**src/rtl/float_div_seq_pkg.sv**
```systemverilog
// float_pack: shared float format, divider constants and divider FSM states
package float_pack;

    localparam int Nm = 23;
    localparam int Ne = 8;
    localparam int BIAS = 2 ** (Ne - 1) - 1;
    localparam int EXP_MAX = 2 ** Ne - 1;

    typedef struct packed {
        logic          s;
        logic [Ne-1:0] e;
        logic [Nm-1:0] m;
    } float;

    typedef enum logic [1:0] {IDLE, DIV, NORM} div_state_t;

endpackage

```
**src/rtl/float_div_seq.sv**
```systemverilog
// float_div_seq: restoring float divider, one quotient bit per clock.
// Ports: clk_i/rst_i (sync, active-high); start_i, op_a_i, op_b_i request a
// divide op_a_i/op_b_i; busy_o while running; done_o one-cycle pulse with
// result_o and dz_o (divide-by-zero), both held until the next result.
module float_div_seq
    import float_pack::*;
(
    input  logic clk_i,
    input  logic rst_i,
    input  logic start_i,
    input  float op_a_i,
    input  float op_b_i,
    output logic busy_o,
    output logic done_o,
    output float result_o,
    output logic dz_o
);

    localparam int CW = $clog2(Nm + 2);
    localparam logic signed [Ne+1:0] BIAS_S = (Ne + 2)'(BIAS);
    localparam logic signed [Ne+1:0] EMAX_S = (Ne + 2)'(EXP_MAX);
    localparam logic signed [Ne+1:0] ONE_S = (Ne + 2)'(1);

    div_state_t state_q;
    logic [CW-1:0] cnt_q;
    logic [Nm+1:0] rem_q, q_q;
    logic [Nm:0] div_q;
    logic s_q, za_q, zb_q;
    logic signed [Ne+1:0] exp_q;

    logic ge_d, a_zero_d, b_zero_d;
    logic [Nm+1:0] sub_d, rem_d;
    logic signed [Ne+1:0] exp_in_d, exp_d;
    logic [Nm-1:0] mant_d;
    float norm_d;

    always_comb begin
        a_zero_d = op_a_i.e == '0;
        b_zero_d = op_b_i.e == '0;
        exp_in_d = $signed({2'b00, op_a_i.e}) - $signed({2'b00, op_b_i.e}) + BIAS_S;
        ge_d = rem_q >= {1'b0, div_q};
        sub_d = ge_d ? rem_q - {1'b0, div_q} : rem_q;
        // rem < div after the subtract, so the shift never loses a set bit
        rem_d = sub_d << 1;
        exp_d = q_q[Nm+1] ? exp_q : exp_q - ONE_S;
        mant_d = q_q[Nm+1] ? q_q[Nm:1] : q_q[Nm-1:0];
        norm_d = zb_q || exp_d >= EMAX_S ? {s_q, {Ne{1'b1}}, {Nm{1'b0}}} :
                 za_q || exp_d[Ne+1] || exp_d == '0 ? {s_q, {Ne{1'b0}}, {Nm{1'b0}}} :
                 {s_q, exp_d[Ne-1:0], mant_d};
    end

    always_ff @(posedge clk_i) begin
        if (rst_i) begin
            state_q <= IDLE;
            busy_o <= 1'b0;
            done_o <= 1'b0;
            result_o <= '0;
            dz_o <= 1'b0;
            cnt_q <= '0;
            rem_q <= '0;
            q_q <= '0;
            div_q <= '0;
            s_q <= 1'b0;
            za_q <= 1'b0;
            zb_q <= 1'b0;
            exp_q <= '0;
        end else begin
            case (state_q)
                IDLE: begin
                    done_o <= 1'b0;
                    // the done cycle still belongs to the finishing operation
                    if (start_i && !done_o) begin
                        busy_o <= 1'b1;
                        s_q <= op_a_i.s ^ op_b_i.s;
                        za_q <= a_zero_d;
                        zb_q <= b_zero_d;
                        exp_q <= exp_in_d;
                        rem_q <= {1'b0, 1'b1, op_a_i.m};
                        div_q <= {1'b1, op_b_i.m};
                        q_q <= '0;
                        cnt_q <= CW'(Nm + 1);
                        state_q <= a_zero_d || b_zero_d ? NORM : DIV;
                    end
                end
                DIV: begin
                    q_q[cnt_q] <= ge_d;
                    rem_q <= rem_d;
                    cnt_q <= cnt_q - 1'b1;
                    if (cnt_q == '0) state_q <= NORM;
                end
                NORM: begin
                    result_o <= norm_d;
                    dz_o <= zb_q;
                    done_o <= 1'b1;
                    busy_o <= 1'b0;
                    state_q <= IDLE;
                end
                default: state_q <= IDLE;
            endcase
        end
    end

endmodule

```
**config.mk**
```make
export PLATFORM = sky130hd
export DESIGN_NAME = float_div_seq
export DESIGN_NICKNAME = d
export VERILOG_FILES = /design/src/rtl/float_div_seq_pkg.sv /design/src/rtl/float_div_seq.sv
export SDC_FILE = /design/constraint.sdc
export NUM_CORES = 1
export LEC_CHECK = 0
export CORE_ASPECT_RATIO = 2
export CORE_MARGIN = 3
export CORE_UTILIZATION = 55
export DETAILED_ROUTE_END_ITERATION = 6
export DONT_BUFFER_PORTS = 1
export GPL_ROUTABILITY_DRIVEN = 0
export PLACE_DENSITY = 0.71
export SLEW_MARGIN = 20
export SYNTH_ARGS = -nofsm -noshare
export SYNTH_HDL_FRONTEND = slang
export SYNTH_SLANG_ARGS = --single-unit
```
**constraint.sdc**
```tcl
create_clock -name clk_i -period 3.45 [get_ports clk_i]
set_input_delay 0.69 -clock clk_i [delete_from_list [all_inputs] [get_ports clk_i]]
set_output_delay 0.69 -clock clk_i [all_outputs]
set_load 0.005 [all_outputs]
```
Word-level counts from Yosys, hierarchy flattened
Index checks and enable logic that the tools add are counted.

word-level totals
  output and inout port bits = 35
  bits in registers = 129
  input bits = 67
  logic and storage cells = 68

operators by class
  equal/unequal tests = 4
  order comparisons = 4
  mux-type cells = 21
  reduce and logical (&&, ||, !) cells = 18
  add/sub/neg operators = 5
  bitwise operators = 1

operators by type and width
  cell                     number
  $pmux W25 S2             2
  $mux W31                 2
  $mux W25                 2
  $bwmux W25               1
  $ge A25 B24 Y1           1
  $mux W24                 1
  $sub A24 B24 Y24         1
  $mux W23                 1
  $logic_not A8 Y1         2
  $add A9 B8 Y10 const B   1
  $ge A10 B9 Y1 const B    1
  $logic_not A10 Y1        1
  $mux W10                 1
  $pmux W5 S2              1
  $sub A10 B2 Y10 const B  1
  $sub A8 B8 Y9            1
  $reduce_and A2 Y1        4
  $lt A5 B6 Y1 const B     1
  $mux W2                  3
  $demux W1 S5             1
  $ge A5 B1 Y1 const B     1
  $logic_not A5 Y1         1
  $mux W5                  1
  $sub A5 B1 Y5 const B    1
  other kinds (12)         20

Longest topological paths before layout
Gate-level depths: netlist of run 1.

  depth after elaboration = 6
  gate-level depth with buffers = 13

Least setup slack after synthesis of run 1
No wires, ideal clock.

  path type = input-to-reg
  start = in op_a_i[23] (netlist name)
  end = reg exp_q[6]
  setup time = 0.086 ns
  buffers on the path = 0
  arrival time = 2.690 ns
  stages on the path = 11
  setup slack = 0.674 ns
  data required time = 3.364 ns
  cell sequence = inv_1 ha_1 inv_1 fa_1 a21o_1 a21oi_1 xnor2_1 a311o_1 nor3_1 nor2_1 a211oi_1

on the way
  cells in the longest elaborated chain, start to end = 2

RTL lines
  item                  line                 source
  from (decl)           float_div_seq.sv:11  input float op_a_i,
  $sub A8 B8 Y9         float_div_seq.sv:40  exp_in_d = $signed({2'b00, op_a_i.e}) - $signed({2'b00, op_b_i.e}) + BIAS_S;
  $add A9 B8 Y10        float_div_seq.sv:40
  to (signal assigned)  float_div_seq.sv:77  exp_q <= exp_in_d;
  to (decl)             float_div_seq.sv:29  logic signed [Ne+1:0] exp_q;

Every way passes these cells.
A chain may end at the register's enable or synchronous reset.

Worst setup path in the final report of run 1
  start = reg div_q[8]
  end = reg rem_q[5]

on the way
  cells in the longest elaborated chain, start to end = 3

RTL lines
  item                    line                 source
  from (decl)             float_div_seq.sv:27  logic [Nm:0] div_q;
  from (signal assigned)  float_div_seq.sv:79  div_q <= {1'b1, op_b_i.m};
  $ge A25 B24 Y1          float_div_seq.sv:41  ge_d = rem_q >= {1'b0, div_q};
  $mux W24                float_div_seq.sv:42  sub_d = ge_d ? rem_q - {1'b0, div_q} : rem_q;
  $pmux W25 S2            float_div_seq.sv:68  case (state_q)
  to (signal assigned)    float_div_seq.sv:78  rem_q <= {1'b0, 1'b1, op_a_i.m};
  to (signal assigned)    float_div_seq.sv:87  rem_q <= rem_d;
  to (decl)               float_div_seq.sv:26  logic [Nm+1:0] rem_q, q_q;

Every way passes these cells.

==> results of run 1 <==
[state kept, by name, indices dropped and copies added, names as in the netlist]
register  cells
exp_q        10
za_q          1
state_q       2
cnt_q         5
result_o     32
rem_q        25
busy_o        1
dz_o          1
zb_q          1
s_q           1
q_q          25
div_q        24
done_o        1
[area by class of cell]
type | count | area share
Multi-Input combinational cell | 693 | 0.5463
Tap cell | 152 | 0.02337
Clock inverter | 12 | 0.01922
Timing Repair Buffer | 14 | 0.01599
Sequential cell | 129 | 0.3173
Clock buffer | 20 | 0.05611
Inverter | 47 | 0.02168
[cells by family (layout without fill, tap and decap cells)]
kind of cell               count (synthesis)  count (layout)  synth area share
AOI/OAI and AO/OA                        252             252            0.2243
xor gates and xnor gates                  33              33           0.03884
adders and majority gates                 41              41           0.07095
buffers and inverters                    102              93           0.05683
DFF                                      129             129            0.3470
muxes                                     37              37           0.05010
and+or+nand+nor                          330             330            0.2120
[layout by cell type (no fill, tap or decap), drive strengths merged, types with 7 or more instances in the layout]
cell type | netlist | final
o21ai | 45 | 45
ha | 39 | 39
nor2 | 52 | 52
a211oi | 24 | 24
or3 | 18 | 18
nand3 | 41 | 41
clkbuf | 44 | 20
dfxtp | 129 | 129
nand2b | 18 | 18
a21oi | 91 | 91
inv | 47 | 49
xnor2 | 24 | 24
mux2i | 35 | 35
nor3 | 22 | 22
nor2b | 7 | 7
a21o | 10 | 10
o22ai | 12 | 12
nand2 | 131 | 131
xor2 | 9 | 9
o21a | 9 | 9
nor4 | 8 | 8
buf | 11 | 14
o211ai | 11 | 11
[worst paths after layout]
check,from,end,slack (ns)
worst min-delay path,rst_i,div_q[9]$_SDFFE_PP0P_,0.33
worst max register to register,div_q[8]$_SDFFE_PP0P_,rem_q[5]$_SDFFE_PP0P_,0.39
worst min register to register,div_q[12]$_SDFFE_PP0P_,div_q[12]$_SDFFE_PP0P_,0.45
worst max-delay path,div_q[8]$_SDFFE_PP0P_,rem_q[5]$_SDFFE_PP0P_,0.39
[worst max-delay path: cells and delay by family (launching register included)]
family          cells  cell delay (ns)
mux                 1             0.12
compound gates      4             1.21
simple gates        3             0.67
flops               1             0.33
fa+ha+maj           1             0.34
buf+inv             2             0.28
[stage by stage]
| stage | instances | worst slack (ns) | power (mW) | cell area, µm² | util |
|---|---|---|---|---|---|
| after floorplan | 924 | 0.6742 | 3.133 | 7442 | - |
| after global placement | 1035 | 0.4478 | 3.531 | 7526 | 0.5727 |
| after detailed placement | 1035 | 0.3630 | 3.580 | 7526 | 0.5727 |
| after CTS | 1067 | 0.4028 | 5.452 | 8139 | 0.6194 |
| after global routing | 1067 | 0.1451 | 5.752 | 8139 | 0.6194 |
| final | 1067 | 0.3895 | 5.476 | 8139 | 0.6194 |
[report_power, final]
group / total, mW / switching [mW] / internal [mW] / leakage, nW
clock network: 1.87 / 0.691 / 1.18 / 0.301
registers: 1.71 / 0.109 / 1.60 / 1.05
logic: 1.89 / 1.13 / 0.762 / 1.70
total: 5.48 / 1.93 / 3.54 / 3.05
[routing by layer]
metal  vias to the layer above  share of wire  wire, µm  GRT usage
met3                        56          0.050       985    0.04530
met2                       239           0.56     11010     0.5184
met1                      3149           0.36      7016     0.2664
met4                         0          0.037       724     0.1250
met5                         -              0         0          0
li1                       3257              -         -          -
==> out/results.ini, run 1 <==
[timing]
slew_headroom=0.4624
tns_ns=0
maxSlewViolCount=0
finalSetupViolCount=0
min_period_over_period=0.8871
holdWs_ns=0.3328
fmax_mhz=326.7
hold_violations=0
worst_clock_skew_ns=0.009492
min_period_ns=3.061
worst_slew_pin_slew_ns=0.8046
rsz0062_at_grt=false

[routing]
routed_wl_um=19740
detail_route.drc_violations=0
drt_iter0_markers=385
post_drt_via_cell_ratio=6.280
vias=6701
wl_per_cell_um=18.50
antenna_left=0
dr.pass1.iters=7

[cts]
cts_made_buffers=17
cts.clk_slew.worst_paths_ns=0.06
clock_sinks=129
clockBufferDepth=2
root_buffer=clkbuf_16
ctsResizeCount=0
htree_levels=4
cts_setup_buffers=0
tritoncts=done
clock_latency_ns=0.42
cts_hold_buf=0

[yosys]
synth_top_area_frac=0.3470
synth_seq_cells=129
netlist_instances=924
syn_nets=1032
synth_area_mm2=0.007442
synth_commonest_cells=nand2_1, dfxtp_1, a21oi_1
synth_area_leaders=dfxtp_1, nand2_1, ha_1
synth_most_common_cell=nand2_1
ys_types=61
synth_seq_area_share=0.3470
ys_warn_count=0
async_reset_ff_frac=0
yosysTopAreaCell=dfxtp_1
synth_edf_count=0
synth_ff_type=dfxtp_1
syn_avg_cell_area_um2=8.054

[die]
core_mm2=0.01314
initial_core_util=0.5664
ios=102
die_w_um=88.26
die_h_um=170.5
rows=59
design.die.area_mm2=0.01505

[layout]
syn2layout_area_growth_pct=9.365
regArea_mm2=0.002582
antenna_cells=0
drive_gt1_frac=0.08852
fin_nets=1010
n_fill_cell=1138
multi_input_area_mm2=0.004447

[worst_setup_path]
endpoint_kind=register
slowest_stage=nor4_1
cp.arrival_ns=3.39
crit_required_ns=3.78
start_kind=register
critPathKind=register to register
cp_cell_sequence=inv_1 -> ha_1 -> a41o_1 -> a221oi_1 -> nor2b_1 -> nor4_1 -> nor2_1 -> a21o_1 -> buf_12 -> mux2i_1 -> a211oi_1
max_stage_delay_ns=0.41
critical_path.max_fanout=14
rr_worst_depth=11

[pwr]
ir_drop_v=0.0004837
leakage_nw=3.049
powerDensity_mw_per_mm2=672.8

[grt]
gr-usage-all-layers=0.2687
grt_pass1_vias=6763
antenna_found_initial=0
grt_pass1_wl_um=32130
grt_max_degree=92
overflow=0

[place]
portBuffers=0
dpl.hpwl_um=14490

[outcome]
status=finished, final reports clean

[job]
maxCapViolations=0

[worst_hold_path]
hold_path_class=primary input to register
whs_path_depth=1

Note: power is estimated with default switching activity, not from simulation.
==> run 2, diff against run 1 <==
- CORE_ASPECT_RATIO: 2 -> 1.2
- CORE_MARGIN: 3 -> 2
==> run 2 against run 1 <==
Non-clock buffer count shrank 1. Final cell count is 1.4% higher. Critical path depth stayed put. Global-route usage shrank 0.97 points. Worst hold slack better by 0.0073 ns. First-iteration DRC count fell by 1.8%. Clock power shrank 4%. Combinational power shrank 4%. Die area shrank 3.8%. Count of clock-buffer cells in the layout is 3 lower. Worst setup slack got worse by 0.053 ns. Design area is 0.25% lower. Largest cell class unchanged.
==> out/results.ini, run 2 (synthesized netlist as in run 1, its figures left out) <==
[layout]
n_fill_cell=1210  ; was 1,138
fin_nets=1009  ; was 1,010
largest-register=result_o  ; unchanged
antenna_cells=0  ; unchanged
utilization=0.6133  ; was 0.6194
final_cell_mix=nand2_1, dfxtp_1, a21oi_1, nor2_1, inv_1  ; unchanged
mostFrequentLayoutCell=nand2_1  ; unchanged
largest_register_ffs=32  ; unchanged
reg.largest.list=result_o: 32 flops, q_q: 25 flops, rem_q: 25 flops  ; unchanged
drive_gt1_frac=0.08862  ; was 0.08852
syn2layout_area_growth_pct=9.096  ; was 9.365%

[routing]
routed-wl-met3_um=984  ; was 985 µm
top_layer_used=met4  ; unchanged
routed_wl_um=18130  ; was 19,740 µm
drt_iter0_markers=378  ; was 385
met1_length_um=7536  ; was 7016 µm
wl_per_cell_um=16.75  ; was 18.50 µm
wl_met2_um=9341  ; was 11,010 µm
antenna_left=0  ; unchanged
detail_route.drc_violations=0  ; unchanged
vias=6503  ; was 6,701
dr.pass1.iters=4  ; was 7
post_drt_via_cell_ratio=6.010  ; was 6.280

[pwr]
comb_power_share=0.341  ; was 0.346
power.switching_mw=1.853  ; was 1.931 mW
power_mw=5.329  ; was 5.476 mW
p_int_mw=3.476  ; was 3.545 mW
power_switching_share=0.3478  ; was 0.3526
ir_drop_v=0.0004192  ; was 0.0004837 V
leakage_nw=3.022  ; was 3.049 nW
seqPwrFrac=0.322  ; was 0.313
powerDensity_mw_per_mm2=656.4  ; was 672.8 mW/mm²
power_frac_clock=0.337  ; was 0.341

[cts]
clockBufferDepth=2  ; unchanged
root_buffer=clkbuf_16  ; unchanged
htree_levels=4  ; unchanged
cts_setup_buffers=0  ; unchanged
clock_sinks=129  ; unchanged
clock_latency_ns=0.42  ; about the same
tritoncts=done  ; unchanged
cts_hold_buf=0  ; unchanged
ctsResizeCount=0  ; unchanged
cts_made_buffers=17  ; unchanged
cts.clk_slew.worst_paths_ns=0.06  ; about the same

[place]
dpl.hpwl_um=13130  ; was 14,490 µm
portBuffers=0  ; unchanged

[grt]
antenna_found_initial=0  ; unchanged
grt_pass1_vias=6409  ; was 6,763
overflow=0  ; unchanged
gr-usage-all-layers=0.2589  ; was 0.2687
grt_pass1_wl_um=30170  ; was 32,130 µm
grt_max_degree=92  ; unchanged

[timing]
maxSlewViolCount=0  ; unchanged
finalSetupViolCount=0  ; unchanged
hold_violations=0  ; unchanged
min_period_over_period=0.9024  ; was 0.8871
holdWs_ns=0.3401  ; was 0.3328 ns
min_period_ns=3.113  ; was 3.061 ns
rsz0062_at_grt=false  ; unchanged
fmax_mhz=321.2  ; was 326.7 MHz
worst_slew_pin_slew_ns=0.8394  ; was 0.8046 ns
worst_clock_skew_ns=0.007439  ; was 0.009492 ns
slew_headroom=0.4398  ; was 0.4624
tns_ns=0  ; unchanged

[worst_setup_path]
cp.depth=11  ; unchanged
cpLargestDelayFamily=compound AO/OA/AOI/OAI gates  ; unchanged
r2r-end=rem_q[20]$_SDFFE_PP0P_  ; was rem_q[5]$_SDFFE_PP0P_
rr_worst_depth=11  ; unchanged
critical_path.max_fanout=8  ; was 14
endpoint_kind=register  ; unchanged
max_stage_delay_ns=0.52  ; was 0.41 ns
cp.arrival_ns=3.40  ; was 3.39 ns
cp_cell_sequence=inv_1 -> ha_1 -> nor2b_1 -> o31ai_1 -> a211oi_1 -> nor4_1 -> nor2_1 -> a21o_1 -> buf_4 -> o311ai_0 -> a21oi_1  ; was inv_1 -> ha_1 -> a41o_1 -> a221oi_1 -> nor2b_1 -> nor4_1 -> nor2_1 -> a21o_1 -> buf_12 -> mux2i_1 -> a211oi_1
crit_required_ns=3.74  ; was 3.78 ns
critPathKind=register to register  ; unchanged
slowest_stage=o31ai_1  ; was nor4_1
rrSetupSlack_ns=0.34  ; was 0.39 ns
crit_buf_inv=2  ; unchanged
r2r_start=div_q[1]$_SDFFE_PP0P_  ; was div_q[8]$_SDFFE_PP0P_
start_kind=register  ; unchanged

[worst_hold_path]
worstHoldStart=rst_i  ; unchanged
whs_path_depth=1  ; unchanged
hold_path_class=primary input to register  ; unchanged
holdPathEnd=div_q[11]$_SDFFE_PP0P_  ; was div_q[9]$_SDFFE_PP0P_

[die]
initial_core_util=0.5622  ; was 0.5664
core_mm2=0.01324  ; was 0.01314 mm²
ios=102  ; unchanged
die_w_um=110.2  ; was 88.26 µm
die_h_um=131.4  ; was 170.5 µm
design.die.area_mm2=0.01448  ; was 0.01505 mm²
rows=46  ; was 59

[outcome]
status=finished, final reports clean  ; unchanged

[job]
maxCapViolations=0  ; unchanged

-- run 2: changes by cell type in the layout (fill, tap and decap cells not counted), sizes merged --
| cell | delta |
|---|---|
| buf | -1 |
| clkbuf | -3 |
| clkinv | +1 |
| clkinvlp | +3 |
| inv | -1 |
-- run 2: cell type report --
class                      instances  area, µm²  area share
sequential                       129       2582      0.3181
timing repair buffer              13      110.1     0.01356
inverter                          47      176.4     0.02173
clock buffer                      17      425.4     0.05240
tap                              168      210.2     0.02589
clock inverter                    15      167.7     0.02065
multi-input combinational        693       4447      0.5477
-- run 2: stage by stage --
step / worst slack, ns / std cells / area (µm²)
2_1_floorplan: 0.6742 / 924 / 7442
3_3_place_gp: 0.5322 / 1050 / 7526
3_5_place_dp: 0.3245 / 1050 / 7526
4_1_cts: 0.3673 / 1082 / 8119
5_1_grt: 0.02279 / 1082 / 8119
6_report: 0.3366 / 1082 / 8119
-- run 2: worst max-delay path by stage --
stage | from | end | slack [ns]
finish | div_q[1]$_SDFFE_PP0P_ | rem_q[20]$_SDFFE_PP0P_ | 0.34
global route | div_q[1]$_SDFFE_PP0P_ | rem_q[20]$_SDFFE_PP0P_ | 0.02
CTS | div_q[1]$_SDFFE_PP0P_ | rem_q[20]$_SDFFE_PP0P_ | 0.37
detailed placement | op_a_i[23] | exp_q[8]$_SDFFE_PP0P_ | 0.32
global placement | op_a_i[23] | exp_q[8]$_SDFFE_PP0P_ | 0.53
floorplan | op_a_i[23] | exp_q[6]$_SDFFE_PP0P_ | 0.67
-- run 2: power by group through the flow --
stage	registers (mW)	logic (mW)	clock network (mW)
after floorplan	1.70	1.43	0
after global placement	1.74	1.74	0
after detailed placement	1.74	1.78	0
after CTS	1.71	1.80	1.82
after global routing	1.73	2.02	1.88
final	1.71	1.82	1.80
-- run 2: layer usage --
metal / vias to the layer above / track usage
met3: 22 / 0.06845
met5: - / 0
met4: 0 / 0.08958
met2: 161 / 0.4533
met1: 3071 / 0.2983
li1: 3249 / -
==> run 3, diff against run 2 <==
- REMOVE_ABC_BUFFERS: not set -> 1
- SETUP_SLACK_MARGIN: not set -> 0.5
==> run 3 against run 2 <==
Sequential share of layout area is 0.45 points lower. Fmax is 9.1% higher. Critical endpoint is now rem_q[13]$_SDFFE_PP0P_. Count of clock-buffer cells in the layout is 2 higher. Worst hold slack better by 0.013 ns. Combinational power is 5% higher. Final cell count is 0.28% higher. Clock power is 3% lower. Total power is 1.2% higher. Sequential power hardly changed. Critical path depth stayed put. Largest power group unchanged.
==> out/results.ini, run 3 (synthesized netlist as in run 1, its figures left out) <==
[pwr]
ir_drop_v=0.0004154  ; was 0.0004192 V
powerDensity_mw_per_mm2=654.6  ; was 656.4 mW/mm²
leakage_nw=3.061  ; was 3.022 nW

[grt]
grt_pass1_wl_um=29070  ; was 30,170 µm
grt_max_degree=92  ; unchanged
antenna_found_initial=0  ; unchanged
grt_pass1_vias=6358  ; was 6,409
overflow=0  ; unchanged
gr-usage-all-layers=0.2488  ; was 0.2589

[cts]
clockBufferDepth=2  ; unchanged
clock_sinks=129  ; unchanged
cts_made_buffers=17  ; unchanged
clock_latency_ns=0.42  ; about the same
root_buffer=clkbuf_16  ; unchanged
htree_levels=4  ; unchanged
tritoncts=done  ; unchanged
cts_hold_buf=0  ; unchanged
cts.clk_slew.worst_paths_ns=0.06  ; about the same

[worst_setup_path]
critical_path.max_fanout=16  ; was 8
critPathKind=register to register  ; unchanged
crit_required_ns=3.77  ; was 3.74 ns
cp.arrival_ns=3.17  ; was 3.40 ns
endpoint_kind=register  ; unchanged
rr_worst_depth=11  ; unchanged
start_kind=register  ; unchanged

[routing]
wl_per_cell_um=16.39  ; was 16.75 µm
vias=6525  ; was 6,503
routed_wl_um=17780  ; was 18,130 µm
post_drt_via_cell_ratio=6.014  ; was 6.010
drt_iter0_markers=345  ; was 378
detail_route.drc_violations=0  ; unchanged
dr.pass1.iters=5  ; was 4
antenna_left=0  ; unchanged

[worst_hold_path]
hold_path_class=primary input to register  ; unchanged
whs_path_depth=1  ; unchanged

[timing]
hold_violations=0  ; unchanged
finalSetupViolCount=0  ; unchanged
min_period_over_period=0.8270  ; was 0.9024
worst_slew_pin_slew_ns=0.9223  ; was 0.8394 ns
rsz0062_at_grt=true  ; was false
tns_ns=0  ; unchanged
fmax_mhz=350.5  ; was 321.2 MHz
maxSlewViolCount=0  ; unchanged
worst_clock_skew_ns=0.007622  ; was 0.007439 ns
slew_headroom=0.3844  ; was 0.4398
min_period_ns=2.853  ; was 3.113 ns

[layout]
fin_nets=1012  ; was 1,009
fin_cells=1085  ; was 1,082
final_cell_mix=nand2_1, dfxtp_1, a21oi_1, nor2_1, inv_1  ; unchanged
drive_gt1_frac=0.1025  ; was 0.08862
n_fill_cell=1189  ; was 1,210
syn2layout_area_growth_pct=10.68  ; was 9.096%
antenna_cells=0  ; unchanged
mostFrequentLayoutCell=nand2_1  ; unchanged
largest-register=result_o  ; unchanged
reg.largest.list=result_o: 32 flops, q_q: 25 flops, rem_q: 25 flops  ; unchanged
largest_register_ffs=32  ; unchanged

[die]
rows=46  ; unchanged
die_h_um=131.4  ; unchanged
core_mm2=0.01324  ; unchanged
die_w_um=110.2  ; unchanged
initial_core_util=0.5622  ; unchanged
ios=102  ; unchanged
design.die.area_mm2=0.01448  ; unchanged

[place]
dp.cells=1051  ; was 1,050
portBuffers=0  ; unchanged
dpl.hpwl_um=12300  ; was 13,130 µm

[job]
maxCapViolations=0  ; unchanged

[outcome]
status=finished, final reports clean  ; unchanged

==> run 3: power by group <==
| group | total, mW | switching (mW) | internal [mW] | leakage, nW |
|---|---|---|---|---|
| Sequential | 1.72 | 0.111 | 1.60 | 1.05 |
| Combinational | 1.92 | 1.11 | 0.811 | 1.73 |
| Clock | 1.75 | 0.673 | 1.08 | 0.283 |
| Total | 5.39 | 1.90 | 3.50 | 3.06 |
==> run 3: cell type report <==
class / instances / area [µm²] / area share
Multi-Input combinational cell: 694 / 4544 / 0.5517
Tap cell: 168 / 210.2 / 0.02552
Sequential cell: 129 / 2582 / 0.3135
Inverter: 47 / 176.4 / 0.02142
Timing Repair Buffer: 15 / 141.4 / 0.01717
Clock buffer: 19 / 442.9 / 0.05377
Clock inverter: 13 / 138.9 / 0.01686
==> run 3: timing repair <==
| item | in CTS | in global routing |
|---|---|---|
| pin swaps | 0 | 1 |
| resized for setup | 3 | 13 |
| gates cloned | 0 | 1 |
| setup endpoints to repair | 29 | 72 |
| endpoints found under the hold margin | 0 | 0 |
| setup buffers | 0 | 1 |
==> run 3: worst max-delay path, cell delays in order (launching register included) <==
cell	delay (ns)
dfxtp_1	0.33
inv_1	0.05
ha_1	0.33
and3_1	0.24
and3_1	0.23
a311oi_1	0.24
o21ai_0	0.13
a211o_1	0.34
a21o_4	0.24
buf_12	0.17
mux2i_1	0.15
a211oi_1	0.29
==> run 3: worst paths after layout <==
| path | end | startpoint | slack, ns |
|---|---|---|---|
| worst max-delay path | rem_q[13]$_SDFFE_PP0P_ | div_q[8]$_SDFFE_PP0P_ | 0.60 |
| worst min-delay path | div_q[18]$_SDFFE_PP0P_ | rst_i | 0.35 |
| worst max register to register | rem_q[13]$_SDFFE_PP0P_ | div_q[8]$_SDFFE_PP0P_ | 0.60 |
| worst min register to register | div_q[22]$_SDFFE_PP0P_ | div_q[22]$_SDFFE_PP0P_ | 0.45 |
==> run 3: stage by stage <==
stage	hold WS [ns]	util	power, mW	setup WS (ns)	area (µm²)
6_report	0.3535	0.6222	5.392	0.5970	8237
5_1_grt	0.3300	0.6222	5.701	0.3723	8237
4_1_cts	0.3326	0.6155	5.320	0.5295	8148
3_5_place_dp	0.4413	0.5700	3.536	0.3597	7546
3_3_place_gp	0.4354	0.5700	3.485	0.5273	7546
2_1_floorplan	0.4252	-	3.075	0.1979	7196
==> run 3: routing by layer <==
metal,up-vias,routed length [µm],track usage
met3,39,1035,0.06696
li1,3262,-,-
met4,0,452,0.1125
met5,-,0,0
met2,195,8888,0.4090
met1,3029,7404,0.2982
